--- src/rtl/tile_pixel_serializer.sv ---
// tile_pixel_serializer
//   Two-layer tile pixel serializer between the graphics ROM data bus and the
//   palette/priority stage. Each layer captures a ROM byte on its load strobe
//   into a hold register. The byte then moves to a shift stage, which presents
//   two 4-bit pixels on consecutive clocks. A mixer resolves transparency
//   (pixel 4'hF) and per-layer priority, and registers one colour index per
//   CLK_6M.
//
//   Handshake: HA2/HB2 are one-cycle load pulses with no back-pressure. GD and
//   ATTR_x are valid on the edge where the strobe is high. A byte that arrives
//   while hold is still occupied and not draining replaces the old byte and
//   raises OVF.
//
//   Ports
//     CLK_6M          pixel clock, posedge
//     RST             synchronous active-high reset
//     HA2 / HB2       layer A / B load strobes
//     GD[7:0]         ROM byte; [7:4] is the first pixel when unflipped
//     ATTR_A/ATTR_B   per-layer attribute, captured with the strobe
//     PRI_A/PRI_B     per-layer priority, used on the edge the pixel is mixed
//     FLIP            nibble-order reverse, sampled on hold->shift transfer
//     HBLANK          flushes the pipeline while high
//     PIX[11:0]       {attr, pixel} of the winning layer (12'hFFF when none)
//     OPAQUE          PIX carries an opaque pixel
//     SEL             winning layer, 0=A and 1=B
//     UNF / OVF       sticky underrun / overrun flags, cleared only by RST
//
//   Build option: define TILE_SERIALIZER_FLIP_EN to honour FLIP. If it is not
//   defined, FLIP is ignored and pixel order is always [7:4] then [3:0].
module tile_pixel_serializer (
  input  logic        CLK_6M,
  input  logic        RST,
  input  logic        HA2,
  input  logic        HB2,
  input  logic [7:0]  GD,
  input  logic [7:0]  ATTR_A,
  input  logic [7:0]  ATTR_B,
  input  logic [2:0]  PRI_A,
  input  logic [2:0]  PRI_B,
  input  logic        FLIP,
  input  logic        HBLANK,
  output logic [11:0] PIX,
  output logic        OPAQUE,
  output logic        SEL,
  output logic        UNF,
  output logic        OVF
);

  // Index 0 is layer A and index 1 is layer B throughout.
  logic [1:0][7:0] hold_data_q, hold_data_d;
  logic [1:0][7:0] hold_attr_q, hold_attr_d;
  logic [1:0]      hold_full_q, hold_full_d;
  logic [1:0][3:0] sh_first_q,  sh_first_d;
  logic [1:0][3:0] sh_second_q, sh_second_d;
  logic [1:0][7:0] sh_attr_q,   sh_attr_d;
  logic [1:0][1:0] sh_cnt_q,    sh_cnt_d;
  // A layer becomes active on its first capture after reset or HBLANK.
  // Underrun is only reported for active layers. This keeps an idle layer, or
  // the gap before the first byte of a line, from raising UNF.
  logic [1:0]      active_q,    active_d;
  logic [11:0]     pix_q,       pix_d;
  logic            opaque_q,    opaque_d;
  logic            sel_q,       sel_d;
  logic            unf_q,       unf_d;
  logic            ovf_q,       ovf_d;

  logic [1:0]      strobe;
  logic [1:0][7:0] attr_in;
  logic [1:0][3:0] cur_pix;
  logic [1:0][1:0] cnt_after;
  logic [1:0]      transfer;
  logic [1:0]      layer_op;
  logic            flip_eff;
  logic            b_wins;

`ifdef TILE_SERIALIZER_FLIP_EN
  assign flip_eff = FLIP;
`else
  logic unused_flip;
  assign unused_flip = FLIP;
  assign flip_eff    = 1'b0;
`endif

  assign strobe     = {HB2, HA2};
  assign attr_in[0] = ATTR_A;
  assign attr_in[1] = ATTR_B;

  always_comb begin
    hold_data_d = hold_data_q;
    hold_attr_d = hold_attr_q;
    hold_full_d = hold_full_q;
    sh_first_d  = sh_first_q;
    sh_second_d = sh_second_q;
    sh_attr_d   = sh_attr_q;
    sh_cnt_d    = sh_cnt_q;
    active_d    = active_q;
    unf_d       = unf_q;
    ovf_d       = ovf_q;
    cur_pix     = '1;
    cnt_after   = '0;
    transfer    = '0;
    layer_op    = '0;

    for (int i = 0; i < 2; i++) begin
      // A count of 2 presents the first pixel and a count of 1 the second.
      // An empty shift stage looks transparent to the mixer.
      if (sh_cnt_q[i] == 2'd2)      cur_pix[i] = sh_first_q[i];
      else if (sh_cnt_q[i] == 2'd1) cur_pix[i] = sh_second_q[i];
      else                          cur_pix[i] = 4'hF;
      layer_op[i]  = (sh_cnt_q[i] != 2'd0) && (cur_pix[i] != 4'hF);

      cnt_after[i] = (sh_cnt_q[i] != 2'd0) ? sh_cnt_q[i] - 2'd1 : 2'd0;
      // Refill overlaps the last pixel, so a byte every 2 cycles leaves no gap.
      transfer[i]  = hold_full_q[i] && (cnt_after[i] == 2'd0);

      if (transfer[i]) begin
        sh_first_d[i]  = flip_eff ? hold_data_q[i][3:0] : hold_data_q[i][7:4];
        sh_second_d[i] = flip_eff ? hold_data_q[i][7:4] : hold_data_q[i][3:0];
        sh_attr_d[i]   = hold_attr_q[i];
        sh_cnt_d[i]    = 2'd2;
        hold_full_d[i] = 1'b0;
      end else begin
        sh_cnt_d[i]    = cnt_after[i];
      end

      if (strobe[i]) begin
        hold_data_d[i] = GD;
        hold_attr_d[i] = attr_in[i];
        hold_full_d[i] = 1'b1;
        active_d[i]    = 1'b1;
        if (hold_full_q[i] && !transfer[i]) ovf_d = 1'b1;
      end

      if (active_q[i] && (sh_cnt_q[i] == 2'd0) && !hold_full_q[i]) unf_d = 1'b1;
    end

    // Mixer: B wins only if it is opaque and either A is transparent or B has
    // strictly higher priority. A priority tie goes to A.
    b_wins   = layer_op[1] && (!layer_op[0] || (PRI_B > PRI_A));
    pix_d    = 12'hFFF;
    opaque_d = 1'b0;
    sel_d    = 1'b0;
    if (b_wins) begin
      pix_d    = {sh_attr_q[1], cur_pix[1]};
      opaque_d = 1'b1;
      sel_d    = 1'b1;
    end else if (layer_op[0]) begin
      pix_d    = {sh_attr_q[0], cur_pix[0]};
      opaque_d = 1'b1;
    end

    // Blanking flushes the pipeline, ignores strobes and freezes the flags.
    if (HBLANK) begin
      hold_data_d = hold_data_q;
      hold_attr_d = hold_attr_q;
      hold_full_d = '0;
      sh_cnt_d    = '0;
      active_d    = '0;
      unf_d       = unf_q;
      ovf_d       = ovf_q;
      pix_d       = 12'hFFF;
      opaque_d    = 1'b0;
      sel_d       = 1'b0;
    end
  end

  always_ff @(posedge CLK_6M) begin
    if (RST) begin
      hold_data_q <= '0;
      hold_attr_q <= '0;
      hold_full_q <= '0;
      sh_first_q  <= '0;
      sh_second_q <= '0;
      sh_attr_q   <= '0;
      sh_cnt_q    <= '0;
      active_q    <= '0;
      pix_q       <= 12'hFFF;
      opaque_q    <= 1'b0;
      sel_q       <= 1'b0;
      unf_q       <= 1'b0;
      ovf_q       <= 1'b0;
    end else begin
      hold_data_q <= hold_data_d;
      hold_attr_q <= hold_attr_d;
      hold_full_q <= hold_full_d;
      sh_first_q  <= sh_first_d;
      sh_second_q <= sh_second_d;
      sh_attr_q   <= sh_attr_d;
      sh_cnt_q    <= sh_cnt_d;
      active_q    <= active_d;
      pix_q       <= pix_d;
      opaque_q    <= opaque_d;
      sel_q       <= sel_d;
      unf_q       <= unf_d;
      ovf_q       <= ovf_d;
    end
  end

  assign PIX    = pix_q;
  assign OPAQUE = opaque_q;
  assign SEL    = sel_q;
  assign UNF    = unf_q;
  assign OVF    = ovf_q;

endmodule
--- config.mk ---
export PLATFORM = sky130hd
export DESIGN_NAME = tile_pixel_serializer
export DESIGN_NICKNAME = d
export VERILOG_FILES = /design/src/rtl/tile_pixel_serializer.sv
export SDC_FILE = /design/constraint.sdc
export NUM_CORES = 1
export LEC_CHECK = 0
export CORE_MARGIN = 10
export CORE_UTILIZATION = 59
export CTS_BUF_LIST = sky130_fd_sc_hd__clkbuf_4 sky130_fd_sc_hd__clkbuf_8
export DETAILED_ROUTE_END_ITERATION = 10
export GPL_TIMING_DRIVEN = 0
export PLACE_DENSITY = 0.86
export SLEW_MARGIN = 20
export SYNTH_ARGS = -nofsm -noshare
export SYNTH_HDL_FRONTEND = slang
export SYNTH_SLANG_ARGS = --single-unit
--- constraint.sdc ---
create_clock -name CLK_6M -period 3.1 [get_ports CLK_6M]
set_input_delay 0.775 -clock CLK_6M [delete_from_list [all_inputs] [get_ports CLK_6M]]
set_output_delay 0.775 -clock CLK_6M [all_outputs]
set_load 0.03 [all_outputs]
======== After elaboration in Yosys (flattened, before gate mapping) ========
Index checks and enable logic that the tools add are counted.
Widths: inputs -> output; s select.
storage, ports and cells
  bits in registers ....................... 88
  bits in latches ......................... 0
  memory bits (writable) .................. 0
  bits in read-only memories .............. 0
  input bits .............................. 36
  output and inout port bits .............. 16
  logic and storage cells ................. 88
  memories ................................ 0
operators by class
  add/sub/neg operators ................... 2
  $mul .................................... 0
  divide/modulo/power cells ............... 0
  $lt $le $gt $ge ......................... 1
  equality and inequality tests ........... 6
  shifts and indexed selects .............. 0
  mux-type cells .......................... 23
  bitwise operators ....................... 1
  reductions and logical operators ........ 32
operators by type and width
  kind                 number
  $mux 12              2
  $mux 4               4
  $mux 1               13
  $logic_and 1x1->1    11
  $reduce_bool 2->1    5
  $logic_not 2->1      4
  $mux 2               4
  $ne 4x4->1 const B   2
  $reduce_and 2->1     3
  $reduce_or 3->1      2
  $logic_not 1->1      5
  $eq 2x1->1 const B   2
  $eq 2x2->1 const B   2
  $sub 2x1->2 const B  2
  $gt 3x3->1           1
  $reduce_or 2->1      1
  $logic_or 1x1->1     1
  $not 1->1            1

======== Depth between registers and ports, before layout ========
  word-level depth ........................ 10
  mapped depth ............................ 8
  mapped depth without buffers ............ 7

======== Least setup slack after synthesis ========
OpenSTA, ideal clock, no wires.
  path type ............................... input to register
  start point ............................. in PRI_A[1]
  end point ............................... reg pix_q[3] (netlist: PIX[3])
  arrival time ............................ 2.065 ns
  required time ........................... 2.979 ns
  path slack .............................. 0.914 ns
  stages .................................. 8
  buffers on the path ..................... 1
  cells stage by stage .................... inv_1 > ha_1 > nor2b_1 > o21ai_0 > a32oi_1 > o22ai_4 > buf_6 > mux2_4
on the way
  word-level cells in the longest chain between the ends .. 4
RTL lines
  item                  RTL line  text
  from (decl)           38        input logic [2:0] PRI_A,
  $gt 3x3->1            139       b_wins = layer_op[1] && (!layer_op[0] || (PRI_B > PRI_A));
  $logic_or 1x1->1      139
  $logic_and 1x1->1     139
  $mux 12               143       if (b_wins) begin
  to (signal assigned)  191       pix_q <= pix_d;
  to (decl)             61        logic [11:0] pix_q, pix_d;
Every way passes these cells.
A chain may end at the register's enable or synchronous reset.

======== Worst setup path after layout ========
Ends and elaborated chain as after synthesis.

==> results by stage <==
Outcome:
- The flow ran to the end, and the final reports show no timing, DRC or antenna violations.

Clock network:
- After clock tree synthesis, the clock-pin slew on the worst setup and hold paths is ~0.08 ns.
- In this run, post-CTS repair resized a total of 0 instances.
- The total clock buffers created by CTS is 9.
- Clock tree synthesis found a total of just under 90 sinks.
- The cell at the root of the clock tree is clkbuf_8.
- The longest clock path from root to sink contains 2 buffers.
- The number of buffers added to fix hold violations after cts is 0.
- At the later pin of the worst-skew pair, clock insertion delay measures about 0.36 ns.
- TritonCTS built the clock tree.
- In this run the number of H-tree levels came out at 3.
- Post-CTS timing repair inserted 0 buffers for setup.

Global route:
- The remaining global-route overflow is 0.
- The met2 routing resource usage after global routing is approximately a third.
- The global-route wire length before repair is about 13 mm.
- The number of global-route vias before repair is between 2000 and 3000.
- Entering global routing, the biggest net connects 15 pins.
- Global routing consumed, on the met1 layer, 21.9% of the routing resources.
- The global routing usage summed across all routing layers is around a fifth.
- In this run the most used layer during global routing was met2.
- The initial antenna violation count is 0.
- The fraction of met3 tracks used by global routing is under 10%.

Yosys:
- The cell type with the largest total area after synthesis is dfxtp_1.
- A synthesized cell averages 8.25 um^2.
- The area of the mapped netlist is about 3400 um^2.
- Among all flip-flop cells after synthesis, the most frequent one is dfxtp_1.
- By area the synthesized netlist is led by dfxtp_1, nand2_1, a21oi_1.
- In the synthesized netlist, the number of instances is about 400.
- In this run, synthesis produced a sequential element count of about 90.
- The proportion of synthesized chip area in sequential cells is about 52%.
- By instance count, the leading cell after synthesis is nand2_1.
- The number of warnings printed during yosys synthesis is 0.
- Synthesis instantiated 31 different standard cells from the library.
- The fraction of synthesis flops using an asynchronous set or reset pin is 0%.
- The total nets after synthesis is ~450.
- Yosys mapped a number of flops with a built-in enable equal to 0.
- By count the netlist is led by nand2_1, dfxtp_1, a21oi_1, nor2_1, clkbuf_1.
- The share of synthesized area in the top cell type comes to between 50% and 60%.

Pwr:
- The combinational share of power is between 7 and 8%.
- The total net switching power is ~510 uW.
- For this design the ratio of total power to cell area is 554 nW/um^2.
- The clock network fraction of total power is roughly two fifths.
- The worst supply voltage drop on vdd is ~400 uV.
- The total power consumption of the routed design is 2.33 mW.
- The static power due to leakage is 1.57 nW.
- In this run, flip-flops and latches consume about 51% of the power.
- The switching portion of total power is between 20% and 30%.
- The internal power of the cells totals 1.82 mW.

STA:
- The final max-slew violation count is 0.
- Setup repair after global routing left no endpoint under its margin.
- The final-report hold violation count is 0.
- The transition time at the pin with the least slew margin is 0.612 ns.
- The setup-violating endpoint count in the final report is 0.
- The normalized max-slew margin is between 50% and 60%.
- The largest clock skew in the final design is slightly below 0.01 ns.
- After layout, the minimum clock period comes to 2.39 ns.
- After layout, the worst path uses between 70% and 80% of the clock period.
- The worst hold slack is about 0.46 ns.
- The final-layout setup total negative slack is 0 ns.
- In the post-route analysis, the smallest setup slack over all paths is a little over 0.7 ns.
- The upper clock frequency limit is ~420 MHz.

Routing:
- For this run, design rule violations remaining after detail routing come to 0.
- In this run the remaining antenna-violating nets after routing total 0.
- Dividing the detail-routed wire length by the instance count gives between 15 and 20 um.
- The post-detailed-routing wire length is 8.31 mm.
- The detailed router finished its first iteration with approximately 210 violations.
- The final route contains roughly 2900 vias.
- The detailed-router iteration count before antenna repair is 4.
- The routed via count divided by cell count is ~5.4.

Min path:
- In this run the worst hold path is classified as register to register.

Cells and area:
- The final design area excluding fillers is ~4200 um^2.
- The non-filler instance count after layout is around 550.
- The final core utilization is around three quarters.
- The relative area change from synthesis to final layout is 25.2%.
- In the final layout, the share of cells above drive strength 1 is 7.82%.
- The final layout contains between 500 and 600 nets.
- The number of diodes is 0.

Setup path:
- The data required time at the worst endpoint is about 3.4 ns.
- The capture instance of the worst register-to-register path is PIX[3]$_SDFF_PP1_.
- In this run the worst setup path begins at PRI_A[1].
- In this run the critical register-to-register path is launched from sh_cnt_q[1]$_SDFF_PP0_.
- The biggest fanout along the worst timing path is 10.
- STA classifies the critical path endpoint as a register.
- Measured in cells, the most critical reg-to-reg path has a length of 5.
- The most critical setup path has its endpoint at PIX[3]$_SDFF_PP1_.
- STA classifies the critical path startpoint as an input pin.
- The reg-to-reg setup timing slack is approximately 1.4 ns.
- The critical path data arrival time is 2.64 ns.
- The classification of the worst setup path is input pin to register.

Floorplanning:
- The number of top-level pins is 52.
- The area enclosed by the die boundary is a little over 9000 um^2.
- The core region is between 5000 and 6000 um^2.
- The number of standard-cell rows in the floorplan is 27.
- From left edge to right edge, the die measures 95.4 um.
- For this configuration, the core starts out at a cell density of 60.9%.
- The height of the die is between 90 and 100 um.

Placed design:
- The worst setup timing slack at the placement stage is ~0.33 ns.
- In this run the cell area measured after placement is 3950 um^2.
- Counting tap cells, the placed design contains a total of roughly 530 instances.
- The final estimated routing congestion in global placement is 0.909.
- The count of buffers added on input and output ports is 50.
- After legalization and detailed placement, the total HPWL measured 6.02 mm.

Run:
- Across the run, the number of max-cap violations was 0.
-- per-layer routing --
layer,routed length [um],vias to the layer above
li1,-,1457
met1,3400,1355
met2,4000,96
met3,684,19
met4,224,0
met5,0,-
-- registers in the layout (all words and copies together) (netlist names) --
| signal | cells |
|---|---|
| OPAQUE | 1 |
| hold_data_q | 16 |
| SEL | 1 |
| hold_attr_q | 16 |
| sh_attr_q | 16 |
| PIX | 12 |
| sh_first_q | 8 |
| UNF | 1 |
| hold_full_q | 2 |
| sh_cnt_q | 4 |
| sh_second_q | 8 |
| OVF | 1 |
| active_q | 2 |
-- final cells by class --
class	instances	area (um^2)
inverters	4	15.0
well taps	72	90.1
clock inverters	5	103
repair buffers	50	500
clock buffers	11	151
fillers	398	1310
multi-input cells	288	1460
plain buffers	27	115
flip-flops and latches	88	1760
-- power by group through the flow --
stage / sequential (mW) / clock (mW) / combinational [mW]
2_1_floorplan: 1.20 / 0 / 0.0894
3_3_place_gp: 1.20 / 0 / 0.170
3_5_place_dp: 1.20 / 0 / 0.176
4_1_cts: 1.18 / 0.974 / 0.178
5_1_grt: 1.18 / 1.03 / 0.197
6_report: 1.18 / 0.972 / 0.178
-- critical path, stage by stage --
cell and delay, ns:
clkdlybuf4s50_1 0.46, inv_1 0.04, ha_1 0.30, nor2b_1 0.13
o21ai_0 0.14, a32oi_1 0.11, o22ai_4 0.19, buf_6 0.20
mux2_4 0.30
-- how the worst min path moves through the flow --
stage               slack (ns)  cells past startpoint                    startpoint                           to
floorplan                 0.43                      2      active_q[0]$_SDFFE_PP0P_     active_q[0]$_SDFFE_PP0P_
global placement          0.44                      2   hold_data_q[6]$_SDFFE_PP0P_   sh_first_q[2]$_SDFFE_PP0P_
detailed placement        0.44                      2  hold_attr_q[13]$_SDFFE_PP0P_   sh_attr_q[13]$_SDFFE_PP0P_
CTS                       0.46                      2   hold_data_q[9]$_SDFFE_PP0P_  sh_second_q[5]$_SDFFE_PP0P_
global route              0.48                      2   hold_data_q[2]$_SDFFE_PP0P_  sh_second_q[2]$_SDFFE_PP0P_
finish                    0.46                      2   hold_data_q[2]$_SDFFE_PP0P_  sh_second_q[2]$_SDFFE_PP0P_
-- placed cells by master (no fill, tap or decap), types with 2 or more instances in the layout --
master	synthesis	final
nand2_1	138	138
dfxtp_1	88	88
a21oi_1	70	70
clkdlybuf4s50_1	0	50
nor2_1	29	29
clkbuf_1	18	18
clkbuf_8	0	11
mux2i_1	8	8
o22ai_1	8	8
nand2b_1	5	5
inv_1	4	4
nor2b_1	4	4
buf_2	4	4
buf_1	3	3
nand2b_4	3	3
mux2_2	3	3
ha_1	3	3
bufinv_16	0	3
and4_1	2	2
o21ai_0	2	2
or4b_2	2	2
-- cells by family after synthesis --
group	after synthesis	synth area share (%)
mux	12	3.84
fa+ha+maj	3	1.12
simple gates	187	23.6
flops	88	52.5
compound gates	86	15.1
buf+inv	31	3.88
Note: power is estimated with default switching activity, not from simulation.
